[src/rtl/riscv_multicycle_controller.sv]
// Multicycle RV32 control FSM: sequences fetch/decode/execute/memory/writeback
// and drives datapath selects, ALU operation and write enables.
module riscv_multicycle_controller #(
  parameter int unsigned STATE_W = 4
) (
  input  logic               clk,
  input  logic               reset,
  input  logic [6:0]         op,
  input  logic [2:0]         funct3,
  input  logic               funct7b5,
  input  logic               Zero,
  input  logic               N,
  input  logic               V,
  output logic               PCWrite,
  output logic               AdrSrc,
  output logic               MemWrite,
  output logic               IRWrite,
  output logic [1:0]         ResultSrc,
  output logic [1:0]         ALUSrcA,
  output logic [1:0]         ALUSrcB,
  output logic [2:0]         ALUControl,
  output logic [1:0]         ImmSrc,
  output logic               RegWrite,
  output logic [STATE_W-1:0] State
);

  localparam logic [6:0] OP_LW     = 7'b0000011;
  localparam logic [6:0] OP_SW     = 7'b0100011;
  localparam logic [6:0] OP_RTYPE  = 7'b0110011;
  localparam logic [6:0] OP_ITYPE  = 7'b0010011;
  localparam logic [6:0] OP_BRANCH = 7'b1100011;
  localparam logic [6:0] OP_JAL    = 7'b1101111;

  typedef enum logic [STATE_W-1:0] {
    FETCH    = STATE_W'(0),
    DECODE   = STATE_W'(1),
    MEMADR   = STATE_W'(2),
    MEMREAD  = STATE_W'(3),
    MEMWB    = STATE_W'(4),
    MEMWRITE = STATE_W'(5),
    EXECUTER = STATE_W'(6),
    EXECUTEI = STATE_W'(7),
    ALUWB    = STATE_W'(8),
    BRANCH   = STATE_W'(9),
    JAL      = STATE_W'(10)
  } state_t;

  state_t     state_q, state_d;
  logic [2:0] alu_dec;
  logic       taken;

  assign State = state_q;

  // State register; reset aborts any in-flight instruction back to fetch.
  always_ff @(posedge clk) begin
    if (reset) state_q <= FETCH;
    else       state_q <= state_d;
  end

  // Immediate format follows the opcode directly, independent of state.
  always_comb begin
    ImmSrc = 2'b00;
    case (op)
      OP_SW:     ImmSrc = 2'b01;
      OP_BRANCH: ImmSrc = 2'b10;
      OP_JAL:    ImmSrc = 2'b11;
      default:   ImmSrc = 2'b00;
    endcase
  end

  // ALU operation for R/I-type execute; sub only for R-type with funct7b5.
  always_comb begin
    alu_dec = 3'b000;
    case (funct3)
      3'b000: alu_dec = (op == OP_RTYPE && funct7b5) ? 3'b001 : 3'b000;
      3'b001: alu_dec = 3'b101;
      3'b010: alu_dec = 3'b111;
      3'b011: alu_dec = 3'b111;
      3'b100: alu_dec = 3'b100;
      3'b101: alu_dec = 3'b110;
      3'b110: alu_dec = 3'b011;
      3'b111: alu_dec = 3'b010;
    endcase
  end

  // Branch condition from the rs1-rs2 subtraction flags.
  always_comb begin
    taken = 1'b0;
    case (funct3)
      3'b000:  taken = Zero;
      3'b001:  taken = ~Zero;
      3'b100:  taken = N ^ V;
      3'b101:  taken = ~(N ^ V);
      default: taken = 1'b0;
    endcase
  end

  // Next-state and per-state datapath controls.
  always_comb begin
    state_d    = FETCH;
    PCWrite    = 1'b0;
    AdrSrc     = 1'b0;
    MemWrite   = 1'b0;
    IRWrite    = 1'b0;
    ResultSrc  = 2'b00;
    ALUSrcA    = 2'b00;
    ALUSrcB    = 2'b00;
    ALUControl = 3'b000;
    RegWrite   = 1'b0;
    case (state_q)
      FETCH: begin
        IRWrite   = 1'b1;
        ALUSrcB   = 2'b10;
        ResultSrc = 2'b10;
        PCWrite   = 1'b1;
        state_d   = DECODE;
      end
      DECODE: begin
        ALUSrcA = 2'b01;
        ALUSrcB = 2'b01;
        case (op)
          OP_LW, OP_SW: state_d = MEMADR;
          OP_RTYPE:     state_d = EXECUTER;
          OP_ITYPE:     state_d = EXECUTEI;
          OP_BRANCH:    state_d = BRANCH;
          OP_JAL:       state_d = JAL;
          default:      state_d = FETCH;
        endcase
      end
      MEMADR: begin
        ALUSrcA = 2'b10;
        ALUSrcB = 2'b01;
        state_d = (op == OP_SW) ? MEMWRITE : MEMREAD;
      end
      MEMREAD: begin
        AdrSrc  = 1'b1;
        state_d = MEMWB;
      end
      MEMWB: begin
        ResultSrc = 2'b01;
        RegWrite  = 1'b1;
        state_d   = FETCH;
      end
      MEMWRITE: begin
        AdrSrc   = 1'b1;
        MemWrite = 1'b1;
        state_d  = FETCH;
      end
      EXECUTER: begin
        ALUSrcA    = 2'b10;
        ALUControl = alu_dec;
        state_d    = ALUWB;
      end
      EXECUTEI: begin
        ALUSrcA    = 2'b10;
        ALUSrcB    = 2'b01;
        ALUControl = alu_dec;
        state_d    = ALUWB;
      end
      ALUWB: begin
        RegWrite = 1'b1;
        state_d  = FETCH;
      end
      BRANCH: begin
        ALUSrcA    = 2'b10;
        ALUControl = 3'b001;
        PCWrite    = taken;
        state_d    = FETCH;
      end
      JAL: begin
        ALUSrcA = 2'b01;
        ALUSrcB = 2'b10;
        PCWrite = 1'b1;
        state_d = ALUWB;
      end
      default: state_d = FETCH;
    endcase
  end

endmodule

[config.mk]
export PLATFORM = sky130hd
export DESIGN_NAME = riscv_multicycle_controller
export DESIGN_NICKNAME = d
export VERILOG_FILES = /design/src/rtl/riscv_multicycle_controller.sv
export SDC_FILE = /design/constraint.sdc
export NUM_CORES = 1
export LEC_CHECK = 0
export ABC_AREA = 1
export BUFFER_PORTS_ARGS = -buffer_cell sky130_fd_sc_hd__buf_2
export CAP_MARGIN = 20
export CORE_UTILIZATION = 36
export CTS_CLUSTER_SIZE = 25
export DETAILED_ROUTE_END_ITERATION = 8
export GPL_ROUTABILITY_DRIVEN = 0
export PLACE_DENSITY = 0.69
export SYNTH_ARGS = -nofsm -noshare
export SYNTH_HDL_FRONTEND = slang
export SYNTH_SLANG_ARGS = --single-unit
[constraint.sdc]
create_clock -name clk -period 1 [get_ports clk]
set_input_delay 0.05 -clock clk [delete_from_list [all_inputs] [get_ports clk]]
set_output_delay 0.05 -clock clk [all_outputs]
set_load 0.02 [all_outputs]
==> summary.md, run 1 <==
| Metric | Value |
|---|---|
| Status | finished with violations |
| Failing checks | negative setup slack |
| CP Max Fanout | 5 |
| WP data arrival | 1.23 ns |
| Share of post-route cells with drive strength above 1 | 55.6% |
| Vias in the first global route | 730 |
| TritonCTS clock tree | built |
| Setup ws final | -0.282 ns |
| Max-cap violations | 0 |
| VDD IR max | 590 uV |
| Clock buffer count from CTS | 3 |
| Min-Delay Path Class | input pin to flip-flop |
| Ant diodes | 0 |
| Critical R2R Capture | State[3] |
| CP required | 0.95 ns |
| Cells after synthesis | 108 |
| Hold path cells | 2 |
| Post-synth EDFFs | 0 |
| Crit-path cells | inv_6, nand2_4, nor2_4, nor2_2, nand2_1, buf_6 |
| Post-Syn Area | 544 sq um |
| Top cell type's share of synthesized area | 20.0% |
| Mean Syn Cell Area | 5.04 sq um |
| Total grt overflow | 0 |
| Global-route wire length before repair | 2680 microns |
| # clock sinks | 4 |
| LEAKAGE | between 0.5 and 0.6 nW |
| Die W | 40.9 microns |
| DR vias/cell | 5.06 |
| Largest net degree at the start of global routing | 6 |
| Initial Util | roughly two fifths |
| Die ar. | 1670 sq um |
| Vias | 895 |
| TritonRoute pass-1 iters | 4 |
| Slew HR | 80.3% |
| Routed WL | 2230 microns |
| Critical Path Source Type | flip-flop |
| Syn nets | 124 |
| Most frequent cell after synthesis | nand2_1 |
| Clock Latency Late Sink | 0.23 ns |
| RSZ-0062 raised after global routing | yes |
| Gr usage total | 24.4% |
| Layout area overhead | 97.5% |
| Post-route DRC violation count | 0 |
| Reg-to-reg slack, setup | -0.10 ns |
| Sequential area share after synthesis | 14.7% |
| Die H | 40.9 microns |
| Synthesis warning total | 0 |
| DP Wirelength | 1340 microns |
| Drt wl/cell | 12.6 microns |
| Final Skew | 0.00269 ns |
| Initial antenna violation count | 0 |
| Core Area | 1350 sq um |
| CP max stage cell | dfxtp_4 |
| Flops & latches, synth | 4 |
| Root Driver | clkbuf_4 |
| Share of synthesized registers carrying an async set or reset | 0% |
| Critical path endpoint category | output pin |
| Ranking of synthesized cells by area | nand2_1, dfxtp_1, inv_1 |
| H-tree depth | 1 |
| Setup CP Type | flip-flop to output pin |
| Hold path start | reset |
| Hold path endpoint | State[1] |
| Cell taking the most area after synthesis | nand2_1 |
| Drt initial violations | 19 |
| Clock buffer depth | 2 |
| Final instance area | approximately 1100 sq um |
| Dominant synthesized flop cell | dfxtp_1 |
| Final net count | 180 |
| Most instantiated cells after synthesis | nand2_1, inv_1, nor2_1 |
| Worst r2r src | State[3] |
| IO Pins | 36 |
| ANT nets after route | 0 |
| Rows | 13 |
| Fmax | 0.780 GHz |
| PD cells | 594 nW/um^2 |
| Tcrit/Tclk final | 128% |
| Final min period | 1.28 ns |
| Final setup viols | 18 |
| Distinct cells, synth | 16 |
| Slowest cell delay on critical path | 0.39 ns |
| Placed cell area | 848 sq um |
| Max reg flops | 4 |
| Pins over their slew limit | 0 |
| Reg2Reg Depth | 7 |
| Utilization after layout | 79.6% |
| Clock transition at path regs | 0.04 ns |
| Buffers added on ports | 35 |
| Slew at the pin closest to its max-slew limit | between 0.2 and 0.3 ns |
| Hold Fails Final Rpt | 0 |
==> per-stage QoR <==
step | setup TNS [ns] | cells | power, mW | hold WS [ns] | setup slack, ns
2_1_floorplan | -0.0246 | 108 | 0.297 | 0.109 | -0.0157
3_3_place_gp | -0.221 | 168 | 0.387 | 0.245 | -0.0353
3_5_place_dp | -0.271 | 168 | 0.392 | 0.251 | -0.0609
4_1_cts | -3.21 | 176 | 0.618 | 0.00655 | -0.236
5_1_grt | -4.56 | 177 | 0.690 | 0.0139 | -0.351
6_report | -3.56 | 177 | 0.639 | 0.0121 | -0.282
==> worst max path at each step <==
stage,startpoint,endpoint,slack [ns],cells past startpoint
CTS,State[2],ALUControl[0],-0.24,6
detailed placement,State[1],PCWrite,-0.06,6
global route,State[2],ALUControl[0],-0.35,6
global placement,State[0],PCWrite,-0.04,6
finish,State[2],ALUSrcA[1],-0.28,6
floorplan,State[1],ALUSrcB[1],-0.02,5
==> cell families after synthesis <==
family / count (synthesis) / share of synthesized area, %
and+or+nand+nor: 67 / 55.6
DFF: 4 / 14.7
buffers and inverters: 24 / 17.2
AOI/OAI and AO/OA: 13 / 12.4
==> worst max-delay path, delay by kind of cell (launching register included) <==
kind / cells / cell delay, ns
AND/OR/NAND/NOR: 4 / 0.41
flip-flops: 1 / 0.39
buffers and inverters: 2 / 0.20
==> report_power, final <==
| group | internal, mW | switching (mW) | leakage, nW |
|---|---|---|---|
| clock | 0.134 | 0.0601 | 0.0138 |
| sequential | 0.157 | 0.00982 | 0.0355 |
| combinational | 0.121 | 0.158 | 0.533 |
| total | 0.411 | 0.228 | 0.582 |
==> final cells by class <==
| type | count | area, sq um |
|---|---|---|
| Sequential cell | 4 | 95.1 |
| Fill cell | 107 | 275 |
| Timing Repair Buffer | 52 | 359 |
| Clock buffer | 3 | 22.5 |
| Tap cell | 15 | 18.8 |
| Multi-Input combinational cell | 80 | 478 |
| Inverter | 23 | 101 |
==> per-layer routing <==
layer	up-vias	wire [microns]	GRT usage, %
met2	33	1220	50.8
met5	-	0	0
li1	447	-	-
met3	4	83	4.89
met4	0	46	10.0
met1	411	874	21.8
==> cell usage in the layout, fill, tap and decap left out <==
cell	instances
nand2_4	2
a21oi_2	3
inv_2	3
nor2_2	5
buf_6	7
nand4_1	1
nand3_1	10
inv_1	17
buf_4	22
nand3_2	1
nor2_1	11
nand2_1	26
dfxtp_4	4
nor3_2	2
inv_6	3
buf_2	23
nor2_4	5
nand2_2	2
o21ai_2	3
nand2_8	2
o211ai_1	1
clkbuf_4	3
a21oi_1	6
==> timing repair <==
action                                  4_1_cts  5_1_grt
resized for setup                            35       13
pin swaps                                    12        5
endpoints found under the setup margin       18       18
buffers inserted                              5        1
hold buffers                                  0        0
No activity file was read; power rests on OpenSTA's default activity.
==> run 2, diff against run 1 <==
- SETUP_SLACK_MARGIN: unset -> 0.02
==> run 2 against run 1 <==
Net effect:
- the run still ends with negative setup slack left
- critical path depth unchanged
- final cell count down 2.3%
- via count down 4.4%
- core utilization up 4.7 points
- die area unchanged
- register-to-register slack better by 0.03 ns
- combinational power up 4%
- non-clock buffer count down 4
- design area up 5.9%
- power up 2.5%
- sequential share of layout area down 0.50 points
- sequential power about the same
- highest routed layer unchanged
==> summary.md, run 2 (synthesis results as in run 1) <==
| Metric | Value |
|---|---|
| DP Wirelength | between 1000 and 1500 microns |
| Drt wl/cell | 12.9 microns |
| Initial antenna violation count | 0 |
| Commonest non-fill, non-tap cells in the layout | nand2_1, buf_2, buf_6 |
| Vias | 856 |
| Share of post-route cells with drive strength above 1 | 58.2% |
| Logic pwr share | 44.3% |
| Pins over their slew limit | 0 |
| Total grt overflow | 0 |
| Cell-internal power | 0.414 mW |
| Die W | 40.9 microns |
| Seq pwr share | 25.6% |
| Final setup viols | 18 |
| Failing checks | negative setup slack |
| CP required | 0.95 ns |
| Ant diodes | 0 |
| Critical path endpoint category | output pin |
| Gr usage total | 22.1% |
| Slew HR | between 70 and 80% |
| Clock share of power | 30.1% |
| Drt initial violations | 13 |
| Post-route DRC violation count | 0 |
| Placed cell area | 873 sq um |
| TritonRoute pass-1 iters | 4 |
| Die H | 40.9 microns |
| Clock buffer count from CTS | 3 |
| PD cells | 575 nW/um^2 |
| VDD IR max | 611 uV |
| Sw Pwr | about 0.24 mW |
| Max reg flops | 4 |
| FILL cells | 84 |
| Clock Latency Late Sink | 0.23 ns |
| # clock sinks | 4 |
| Clock buffer depth | 2 |
| Final min period | between 1 and 1.5 ns |
| Sw Share | approximately 37% |
| Root Driver | clkbuf_4 |
| Rows | 13 |
| Pre-CTS setup slack | -0.0361 ns |
| Initial Util | 40.3% |
| Final Skew | 0.00408 ns |
| ANT nets after route | 0 |
| Clock transition at path regs | 0.03 ns |
| Vias in the first global route | 655 |
| Reg2Reg Depth | 6 |
| Slew at the pin closest to its max-slew limit | 0.309 ns |
| Min-Delay Path Class | input pin to flip-flop |
| Commonest non-fill, non-tap cell in the layout | nand2_1 |
| WP data arrival | 1.24 ns |
| Largest net degree at the start of global routing | 6 |
| Hold Fails Final Rpt | 0 |
| Setup CP Type | flip-flop to output pin |
| Hold path cells | 2 |
| TritonCTS clock tree | built |
| Final instance area | 1140 sq um |
| Fmax | roughly 0.78 GHz |
| Core Area | 1350 sq um |
| LEAKAGE | ~0.60 nW |
| Layout area overhead | 109% |
| Area of the multi-input gates | 533 sq um |
| Status | finished with violations |
| Final net count | 176 |
| H-tree depth | 1 |
| DR vias/cell | 4.95 |
| Global-route wire length before repair | 2480 microns |
| RSZ-0062 raised after global routing | yes |
| IO Pins | 36 |
| FF/Latch Area | between 90 and 100 sq um |
| Die ar. | 1670 sq um |
| Tcrit/Tclk final | 129% |
| Setup ws final | -0.290 ns |
| Max-cap violations | 0 |
| Buffers added on ports | 35 |
| CP Max Fanout | 4 |
| Utilization after layout | 84.3% |
| Critical Path Source Type | flip-flop |
| Routed WL | between 2000 and 2500 microns |
==> run 2: final cells by class <==
class	instances	area share (%)
Sequential cell	4	8.35
Timing Repair Buffer	48	32.1
Clock buffer	3	1.98
Multi-Input combinational cell	80	46.8
Tap cell	15	1.65
Inverter	23	9.12
==> run 2: final timing paths <==
check	startpoint	endpoint	slack, ns
setup / recovery	State[3]	ALUControl[2]	-0.29
hold / removal	reset	State[3]	0.009
setup reg to reg	State[3]	State[3]	-0.07
hold reg to reg	State[1]	State[2]	0.68
==> run 2: what timing repair did <==
item | CTS | global route
endpoints found under the setup margin | 16 | 18
gates resized for setup | 27 | 33
hold buffers | 0 | 0
pin swaps | 9 | 8
setup buffers | 2 | 1
==> run 2: worst max-delay path: stages, from the launching register on <==
cell and delay (ns):
dfxtp_4 0.37, inv_8 0.09, nand2_8 0.07, nor2_4 0.13, o21ai_2 0.09, a21oi_2 0.12
buf_6 0.13
==> run 2: layer usage <==
layer  GRT usage (%)  wire, microns
met1            22.9            877
met2            46.1           1200
met3            3.26            116
met4            2.50             34
met5               0              0
==> run 2: metrics by stage <==
stage               hold WS [ns]  cells  setup TNS [ns]  power [mW]
floorplan                  0.109    108               0       0.296
global placement           0.244    167         -0.0648       0.383
detailed placement         0.245    167         -0.0896       0.387
CTS                     0.000626    172           -2.84       0.612
global route              0.0164    173           -4.25       0.696
finish                   0.00866    173           -3.29       0.655
==> run 2: power groups by stage <==
stage,Sequential (mW),Clock [mW],Combinational [mW]
2_1_floorplan,0.170,0,0.126
3_3_place_gp,0.165,0,0.218
3_5_place_dp,0.166,0,0.221
4_1_cts,0.164,0.198,0.251
5_1_grt,0.167,0.213,0.316
6_report,0.167,0.197,0.290
